## src/rtl/fetch_sequencer.sv

```systemverilog
// Instruction fetch sequencer: PC/nPC pair driving a byte-addressed ROM and a registered
// IF/ID stage with valid/ready handshake, delayed-branch redirects with annul, and halt.
//
// state  | meaning
// S_IDLE | one cycle after reset, no fetch
// S_RUN  | fetching, advances when the IF/ID stage is free or being consumed
// S_HALT | fetch stopped until reset; a held instruction may still drain
module fetch_sequencer #(
  parameter int ADDR_WIDTH = 9,
  parameter int RESET_PC   = 0,
  parameter int CNT_WIDTH  = 16
) (
  input  logic                  clk,
  input  logic                  reset,
  output logic [ADDR_WIDTH-1:0] rom_addr,
  input  logic [31:0]           rom_data,
  output logic [31:0]           instr_out,
  output logic [ADDR_WIDTH-1:0] instr_pc,
  output logic                  instr_valid,
  input  logic                  id_ready,
  input  logic                  redirect,
  input  logic [ADDR_WIDTH-1:0] redirect_target,
  input  logic                  annul,
  input  logic                  halt,
  output logic                  misalign,
  output logic [CNT_WIDTH-1:0]  issue_count,
  output logic                  halted
);

  typedef enum logic [1:0] {S_IDLE, S_RUN, S_HALT} state_t;

  localparam logic [ADDR_WIDTH-1:0] PC_RST = ADDR_WIDTH'(RESET_PC);
  localparam logic [ADDR_WIDTH-1:0] STEP   = ADDR_WIDTH'(4);

  state_t                  state_q, state_d;
  logic [ADDR_WIDTH-1:0]   pc_q, pc_d, npc_q, npc_d;
  logic [31:0]             instr_q, instr_d;
  logic [ADDR_WIDTH-1:0]   ipc_q, ipc_d;
  logic                    valid_q, valid_d;
  logic                    annul_pending_q, annul_pending_d;
  logic                    misalign_q, misalign_d;
  logic [CNT_WIDTH-1:0]    cnt_q, cnt_d;
  logic                    halted_q, halted_d;

  logic                    advance;
  logic                    annul_kill;
  logic [ADDR_WIDTH-1:0]   tgt;

  assign advance    = (state_q == S_RUN) && (!valid_q || id_ready);
  assign annul_kill = annul_pending_q || (redirect && annul);
  assign tgt        = {redirect_target[ADDR_WIDTH-1:2], 2'b00};

  always_comb begin
    state_d         = state_q;
    pc_d            = pc_q;
    npc_d           = npc_q;
    instr_d         = instr_q;
    ipc_d           = ipc_q;
    valid_d         = valid_q;
    annul_pending_d = annul_pending_q;
    cnt_d           = cnt_q;
    misalign_d      = redirect && (redirect_target[1:0] != 2'b00);

    case (state_q)
      S_IDLE:  state_d = S_RUN;
      S_RUN:   if (halt) state_d = S_HALT;
      default: state_d = S_HALT;
    endcase

    if (advance) begin
      instr_d         = rom_data;
      ipc_d           = pc_q;
      valid_d         = !annul_kill;
      annul_pending_d = 1'b0;
      if (redirect) begin
        pc_d  = tgt;
        npc_d = tgt + STEP;
      end else begin
        pc_d  = npc_q;
        npc_d = npc_q + STEP;
      end
      if (!annul_kill && (cnt_q != '1)) cnt_d = cnt_q + 1'b1;
    end else if (state_q == S_RUN) begin
      // Stalled redirect: current PC is the delay slot, the branch lands via nPC.
      if (redirect) begin
        npc_d = tgt;
        if (annul) annul_pending_d = 1'b1;
      end
    end else if (id_ready) begin
      valid_d = 1'b0;
    end

    halted_d = (state_d == S_HALT);
  end

  always_ff @(posedge clk) begin
    if (reset) begin
      state_q         <= S_IDLE;
      pc_q            <= PC_RST;
      npc_q           <= PC_RST + STEP;
      instr_q         <= '0;
      ipc_q           <= '0;
      valid_q         <= 1'b0;
      annul_pending_q <= 1'b0;
      misalign_q      <= 1'b0;
      cnt_q           <= '0;
      halted_q        <= 1'b0;
    end else begin
      state_q         <= state_d;
      pc_q            <= pc_d;
      npc_q           <= npc_d;
      instr_q         <= instr_d;
      ipc_q           <= ipc_d;
      valid_q         <= valid_d;
      annul_pending_q <= annul_pending_d;
      misalign_q      <= misalign_d;
      cnt_q           <= cnt_d;
      halted_q        <= halted_d;
    end
  end

  assign rom_addr    = {pc_q[ADDR_WIDTH-1:2], 2'b00};
  assign instr_out   = instr_q;
  assign instr_pc    = ipc_q;
  assign instr_valid = valid_q;
  assign misalign    = misalign_q;
  assign issue_count = cnt_q;
  assign halted      = halted_q;

endmodule

```

## config.mk

```make
export PLATFORM = sky130hd
export DESIGN_NAME = fetch_sequencer
export DESIGN_NICKNAME = d
export VERILOG_FILES = /design/src/rtl/fetch_sequencer.sv
export SDC_FILE = /design/constraint.sdc
export NUM_CORES = 1
export LEC_CHECK = 0
export ABC_AREA = 1
export CORE_ASPECT_RATIO = 1.2
export CORE_MARGIN = 3
export CORE_UTILIZATION = 25
export CTS_BUF_LIST = sky130_fd_sc_hd__clkbuf_16
export CTS_CLUSTER_SIZE = 24
export DETAILED_ROUTE_END_ITERATION = 8
export PLACE_DENSITY = 0.59
export SYNTH_ARGS = -nofsm -noshare
export SYNTH_HDL_FRONTEND = slang
export SYNTH_SLANG_ARGS = --single-unit
```

## constraint.sdc

```tcl
create_clock -name clk -period 1.9 [get_ports clk]
set_input_delay 0.19 -clock clk [delete_from_list [all_inputs] [get_ports clk]]
set_output_delay 0.19 -clock clk [all_outputs]
set_load 0.02 [all_outputs]
```

==> results.json, run 1 <==
{
  "synthToLayoutAreaGrowth_pct": 44.3,
  "multiInputGateArea_mm2": 0.00163,
  "grt_pass1_wl_um": 15600,
  "async_flop_share_pct": 0,
  "grt_overflow": 0,
  "end_kind": "flop",
  "path_cells": "ha_1 > nand3_1 > nor2_4 > nand3b_4 > nand2_4 > nand2_4 > o21ai_0 > nor2_1",
  "gp_congestion": 0.834,
  "critical_path_arrival_ns": 1.95,
  "drc": 0,
  "critPathSlowestCell": "dfxtp_1",
  "synth_edf_count": 0,
  "clk_pin_slew_ns": 0.06,
  "maxCapViolations": 0,
  "cts.path.max_buffers": 2,
  "status": "completed",
  "ir_drop_uv": 555,
  "setup_viol_count_final": 0,
  "clock_latency_ns": 0.33,
  "ys_types": 33,
  "cts_buffers": 9,
  "synth_common_cells": "120 x nor2_1, 81 x dfxtp_1, 75 x nand2_1, 54 x o21ai_0, 28 x inv_1",
  "hp-class": "input port to flop",
  "cts.sinks": 81,
  "cts_resized": 0,
  "drtPass1Iterations": 4,
  "p_leak_nw": 2.05,
  "tritoncts": "done",
  "slew_violations": 0,
  "r2r_cells": 8,
  "synth_cells": 480,
  "yosysMostFrequentCell": "nor2_1",
  "final_net_count": 636,
  "postSynthAreaPerCell_um2": 7.37,
  "root_buffer": "clkbuf_16",
  "coreArea_mm2": 0.0138,
  "synth.area.top_cells": "dfxtp_1 46%, nor2_1 13%, nand2_1 8.0%",
  "die_h_um": 136,
  "vias": 3372,
  "antenna_cells": 0,
  "ios": 116,
  "ctsHoldBuffers": 0,
  "fmax_mhz": 580,
  "synth_top_cell_area_share_pct": 45.8,
  "cts_setup_buffers": 0,
  "fin_util_pct": 37.0,
  "die-area_mm2": 0.0156,
  "rsz0062_at_grt": "false",
  "wl_per_cell_um": 12.8,
  "crit_required_ns": 2.12,
  "grt_usage_pct": 12.5,
  "finalCritPeriodShare_pct": 90.8,
  "synthFlopType": "dfxtp_1",
  "hold_violations": 0,
  "initial_core_util_pct": 25.6,
  "min_period_ns": 1.73,
  "cts_htree_levels": 3,
  "seq_area_frac_synth_pct": 45.8,
  "fin_skew_ns": 0.00384,
  "max_stage_delay_ns": 0.40,
  "cp-start-kind": "flop",
  "grt_max_degree": 49,
  "syn_area_mm2": 0.00354,
  "port_buffers": 113,
  "wl_um": 9710,
  "drt_iter0_drc": 118,
  "seq_area_mm2": 0.00162,
  "die_w_um": 115,
  "hold_depth": 3,
  "yosysTopAreaCell": "dfxtp_1",
  "path_class": "flop to flop",
  "nFillCells": 1444,
  "ys_ff_latch": 81,
  "dp_hpwl_um": 6980,
  "postRouteAntennaNets": 0,
  "num_rows": 47,
  "holdWs_ns": 0.441,
  "ys_warn_count": 0,
  "grt_pass1_vias": 3260,
  "cp_max_fo": 19,
  "vias_per_cell": 4.43,
  "cpMostUsedCell": "nand2_4",
  "power_density_mw_per_mm2": 881,
  "antenna_found_initial": 0,
  "drive_above_1_share_pct": 8.64
}
-- worst max-delay path, delay by kind of cell, from the launching register on --
family / cells / cell delay (ns)
DFF: 1 / 0.40
and+or+nand+nor: 6 / 0.73
AOI/OAI and AO/OA: 1 / 0.21
adders and majority gates: 1 / 0.27
-- kinds of logic (layout without fill, tap and decap cells) --
family,after synthesis,after routing,synth area share (%)
simple gates,239,239,29.2
compound gates,88,88,13.8
flops,81,81,45.8
buf+inv,61,170,8.41
xor+xnor,8,8,1.98
fa+ha+maj,2,2,0.707
other cells,1,2,0.106
-- where the power goes --
group,switching (mW),internal [mW],total (mW)
Clock,0.651,0.990,1.64
Combinational,0.519,0.428,0.947
Sequential,0.0753,1.84,1.91
-- placed cells by master (no fill, tap or decap), types with 3 or more instances in the layout --
| cell | count |
|---|---|
| xor2_1 | 3 |
| inv_1 | 28 |
| xnor2_1 | 5 |
| clkinv_2 | 3 |
| nand2_2 | 5 |
| a211oi_1 | 3 |
| nand2_4 | 4 |
| a21oi_1 | 19 |
| buf_4 | 10 |
| a21oi_2 | 7 |
| nand3_1 | 22 |
| nor3_1 | 4 |
| nand2_1 | 75 |
| dfxtp_1 | 81 |
| o21ai_0 | 54 |
| nor2_1 | 119 |
| nor2_4 | 3 |
| clkdlybuf4s50_1 | 113 |
| clkbuf_16 | 9 |
-- state kept, by name (all words and copies together) (netlist names) --
name             cells
pc_q                 9
annul_pending_q      1
npc_q                9
issue_count         16
instr_pc             9
halted               1
misalign             1
instr_out           32
state_q              2
instr_valid          1
-- cell type report --
class | count | area share [%]
Multi-Input combinational cell | 339 | 31.9
Clock buffer | 9 | 4.41
Inverter | 31 | 2.38
Clock inverter | 5 | 0.955
Timing Repair Buffer | 125 | 24.4
Sequential cell | 81 | 31.7
Tap cell | 171 | 4.19
-- through the flow --
stage / area (µm²) / cells / setup TNS (ns) / setup slack (ns) / power (mW)
2_1_floorplan: 3540 / 481 / 0 / 0.186 / 2.47
3_3_place_gp: 4830 / 747 / 0 / 0.0167 / 2.89
3_5_place_dp: 4830 / 747 / -0.0678 / -0.0447 / 2.91
4_1_cts: 5110 / 761 / 0 / 0.155 / 4.59
5_1_grt: 5110 / 761 / 0 / 0.0195 / 4.75
6_report: 5110 / 761 / 0 / 0.175 / 4.50
-- final timing paths --
kind	start	to	slack (ns)
worst max-delay path	issue_count[0]$_SDFFE_PP0P_	issue_count[1]$_SDFFE_PP0P_	0.17
worst max register to register	issue_count[0]$_SDFFE_PP0P_	issue_count[1]$_SDFFE_PP0P_	0.17
worst min register to register	npc_q[1]$_SDFFE_PP0P_	npc_q[1]$_SDFFE_PP0P_	0.46
worst min-delay path	rom_data[7]	instr_out[7]$_SDFFE_PP0P_	0.44
-- routing by layer --
| layer | up-vias | share of wire [%] | track usage, % |
|---|---|---|---|
| met5 | - | 0 | 0 |
| met1 | 1540 | 44 | 15.5 |
| met4 | 0 | 1.2 | 3.83 |
| met2 | 85 | 48 | 20.7 |
| met3 | 8 | 6.6 | 4.10 |
| li1 | 1739 | - | - |
No activity file was read; power rests on OpenSTA's default activity.
==> inputs of run 2 (changes only) <==
--- a/config.mk
+++ b/config.mk
@@ -6,7 +6,6 @@
 export NUM_CORES = 1
 export LEC_CHECK = 0
 export ABC_AREA = 1
-export CORE_ASPECT_RATIO = 1.2
 export CORE_MARGIN = 3
 export CORE_UTILIZATION = 25
 export CTS_BUF_LIST = sky130_fd_sc_hd__clkbuf_16
==> run 2 against run 1 <==
Maximum frequency shrank 1.2%. Critical path type unchanged. Die area is essentially flat. Global-route usage shrank 0.25 points. Critical endpoint is now issue_count[4]$_SDFFE_PP0P_.
==> results.json, run 2 (synthesis results as in run 1) <==
{
  "fmax_mhz": 573,
  "stdcell_area_mm2": 0.00523,
  "setup_slack_ns": 0.153,
  "place_area_mm2": 0.00486,
  "rr_startpoint": "issue_count[1]$_SDFFE_PP0P_",
  "grt_pass1_vias": 3243,
  "fin_skew_ns": 0.00237,
  "path_cells": "ha_2 > nand3_1 > nor2_4 > nand3b_4 > o21ai_4 > nand2_1 > a21oi_2",
  "largest_reg_flops": 32,
  "status": "completed",
  "antenna_found_initial": 0,
  "cp_max_fo": 10,
  "r2r_cells": 7,
  "min_from": "rom_data[15]",
  "end_kind": "flop",
  "finalCritPeriodShare_pct": 91.9,
  "clk_pin_slew_ns": 0.06,
  "hold_violations": 0,
  "tritoncts": "done",
  "die-area_mm2": 0.0156,
  "grt_overflow": 0,
  "synthToLayoutAreaGrowth_pct": 47.8,
  "die_w_um": 125,
  "grt_usage_pct": 12.3,
  "cts.sinks": 81,
  "wl_um": 9650,
  "initial_core_util_pct": 26.1,
  "gp_congestion": 0.835,
  "layout_common_cells": "119 x nor2_1, 113 x clkdlybuf4s50_1, 81 x dfxtp_1",
  "postRouteAntennaNets": 0,
  "final_net_count": 639,
  "grt_max_degree": 59,
  "wl_per_cell_um": 12.5,
  "drc": 0,
  "root_buffer": "clkbuf_16",
  "cts_setup_buffers": 0,
  "critPathSlowestCell": "dfxtp_1",
  "setup_viol_count_final": 0,
  "cp-start-kind": "flop",
  "max_stage_delay_ns": 0.41,
  "grt_pass1_wl_um": 15800,
  "min_period_ns": 1.75,
  "maxCapViolations": 0,
  "coreArea_mm2": 0.0136,
  "dp_hpwl_um": 6820,
  "drt_iter0_drc": 134,
  "port_buffers": 113,
  "vias": 3379,
  "holdWs_ns": 0.442,
  "reg2reg_to": "issue_count[4]$_SDFFE_PP0P_",
  "ir_drop_uv": 497,
  "ios": 116,
  "clock_latency_ns": 0.33,
  "cts.path.max_buffers": 2,
  "place_ws_ns": -0.0790,
  "drtPass1Iterations": 4,
  "hold_depth": 3,
  "slew_violations": 0,
  "power_density_mw_per_mm2": 952,
  "path_class": "flop to flop",
  "critical_path_arrival_ns": 2.02,
  "drive_above_1_share_pct": 9.58,
  "layout_commonest_cell": "nor2_1",
  "crit_required_ns": 2.17,
  "rsz0062_at_grt": "false",
  "num_rows": 42,
  "antenna_cells": 0,
  "vias_per_cell": 4.38,
  "cts_htree_levels": 3,
  "die_h_um": 125,
  "hp-class": "input port to flop",
  "min_to": "instr_out[15]$_SDFFE_PP0P_",
  "cts_buffers": 9,
  "p_leak_nw": 2.10,
  "reg2reg_setup_slack_ns": 0.15
}
==> run 2: changes by cell type in the layout (fill, tap and decap cells not counted) <==
cell / change
ha_1: -1
ha_2: +1
bufinv_16: +3
clkinv_2: -3
inv_6: +1
clkinv_4: +1
buf_4: +3
==> run 2: timing repair <==
action | 4_1_cts | 5_1_grt
endpoints found under the setup margin | 0 | 3
hold buffers | 0 | 0
resized for setup | 0 | 1
==> run 2: cell type report <==
| cell class | count | area [µm²] |
|---|---|---|
| flip-flops and latches | 81 | 1620 |
| repair buffers | 128 | 1270 |
| multi-input cells | 339 | 1630 |
| well taps | 176 | 220 |
| clock inverters | 7 | 141 |
| inverters | 31 | 121 |
| clock buffers | 9 | 225 |
| fillers | 1367 | 8330 |
==> run 2: worst max-delay path: cells and delay by family (launching register included) <==
family                     cells  cell delay (ns)
AOI/OAI and AO/OA              2             0.44
adders and majority gates      1             0.27
DFF                            1             0.41
and+or+nand+nor                4             0.55
==> run 2: stage by stage <==
stage          total power, mW  utilization [%]  TNS (ns)  std cells
6_report                  4.98             38.6         0        771
5_1_grt                   5.25             38.6         0        771
4_1_cts                   5.07             38.6         0        771
3_5_place_dp              2.90             35.9    -0.173        755
3_3_place_gp              2.89             35.9         0        755
2_1_floorplan             2.47                -         0        481
==> run 2: where the power goes <==
part	switching, mW	total [mW]	internal [mW]
Combinational	0.515	0.943	0.429
Sequential	0.0778	1.92	1.84
Clock	0.704	2.12	1.42
==> run 2: worst max-delay path by stage <==
| stage | startpoint | end | slack (ns) | cells past startpoint |
|---|---|---|---|---|
| after floorplan | issue_count[1]$_SDFFE_PP0P_ | issue_count[2]$_SDFFE_PP0P_ | 0.19 | 9 |
| after global placement | redirect | npc_q[8]$_SDFFE_PP0P_ | 0.002 | 11 |
| after detailed placement | redirect | npc_q[8]$_SDFFE_PP0P_ | -0.08 | 12 |
| after CTS | issue_count[1]$_SDFFE_PP0P_ | issue_count[4]$_SDFFE_PP0P_ | 0.12 | 7 |
| after global routing | issue_count[1]$_SDFFE_PP0P_ | issue_count[1]$_SDFFE_PP0P_ | 0.01 | 8 |
| final | issue_count[1]$_SDFFE_PP0P_ | issue_count[4]$_SDFFE_PP0P_ | 0.15 | 7 |
==> run 2: routing by layer <==
metal	GRT usage [%]	vias to the layer above	part of all wire, %
li1	-	1746	-
met2	20.4	91	47
met1	15.2	1537	45
met5	0	-	0
met4	2.23	0	0.69
met3	5.07	5	6.9
==> inputs of run 3 (changes only) <==
--- a/config.mk
+++ b/config.mk
@@ -9,6 +9,7 @@
 export CORE_MARGIN = 3
 export CORE_UTILIZATION = 25
 export CTS_BUF_LIST = sky130_fd_sc_hd__clkbuf_16
+export CTS_CLUSTER_DIAMETER = 50
 export CTS_CLUSTER_SIZE = 24
 export DETAILED_ROUTE_END_ITERATION = 8
 export PLACE_DENSITY = 0.59
==> results of run 3 <==
The final DEF is identical to that of run 2; final timing and power are the same.
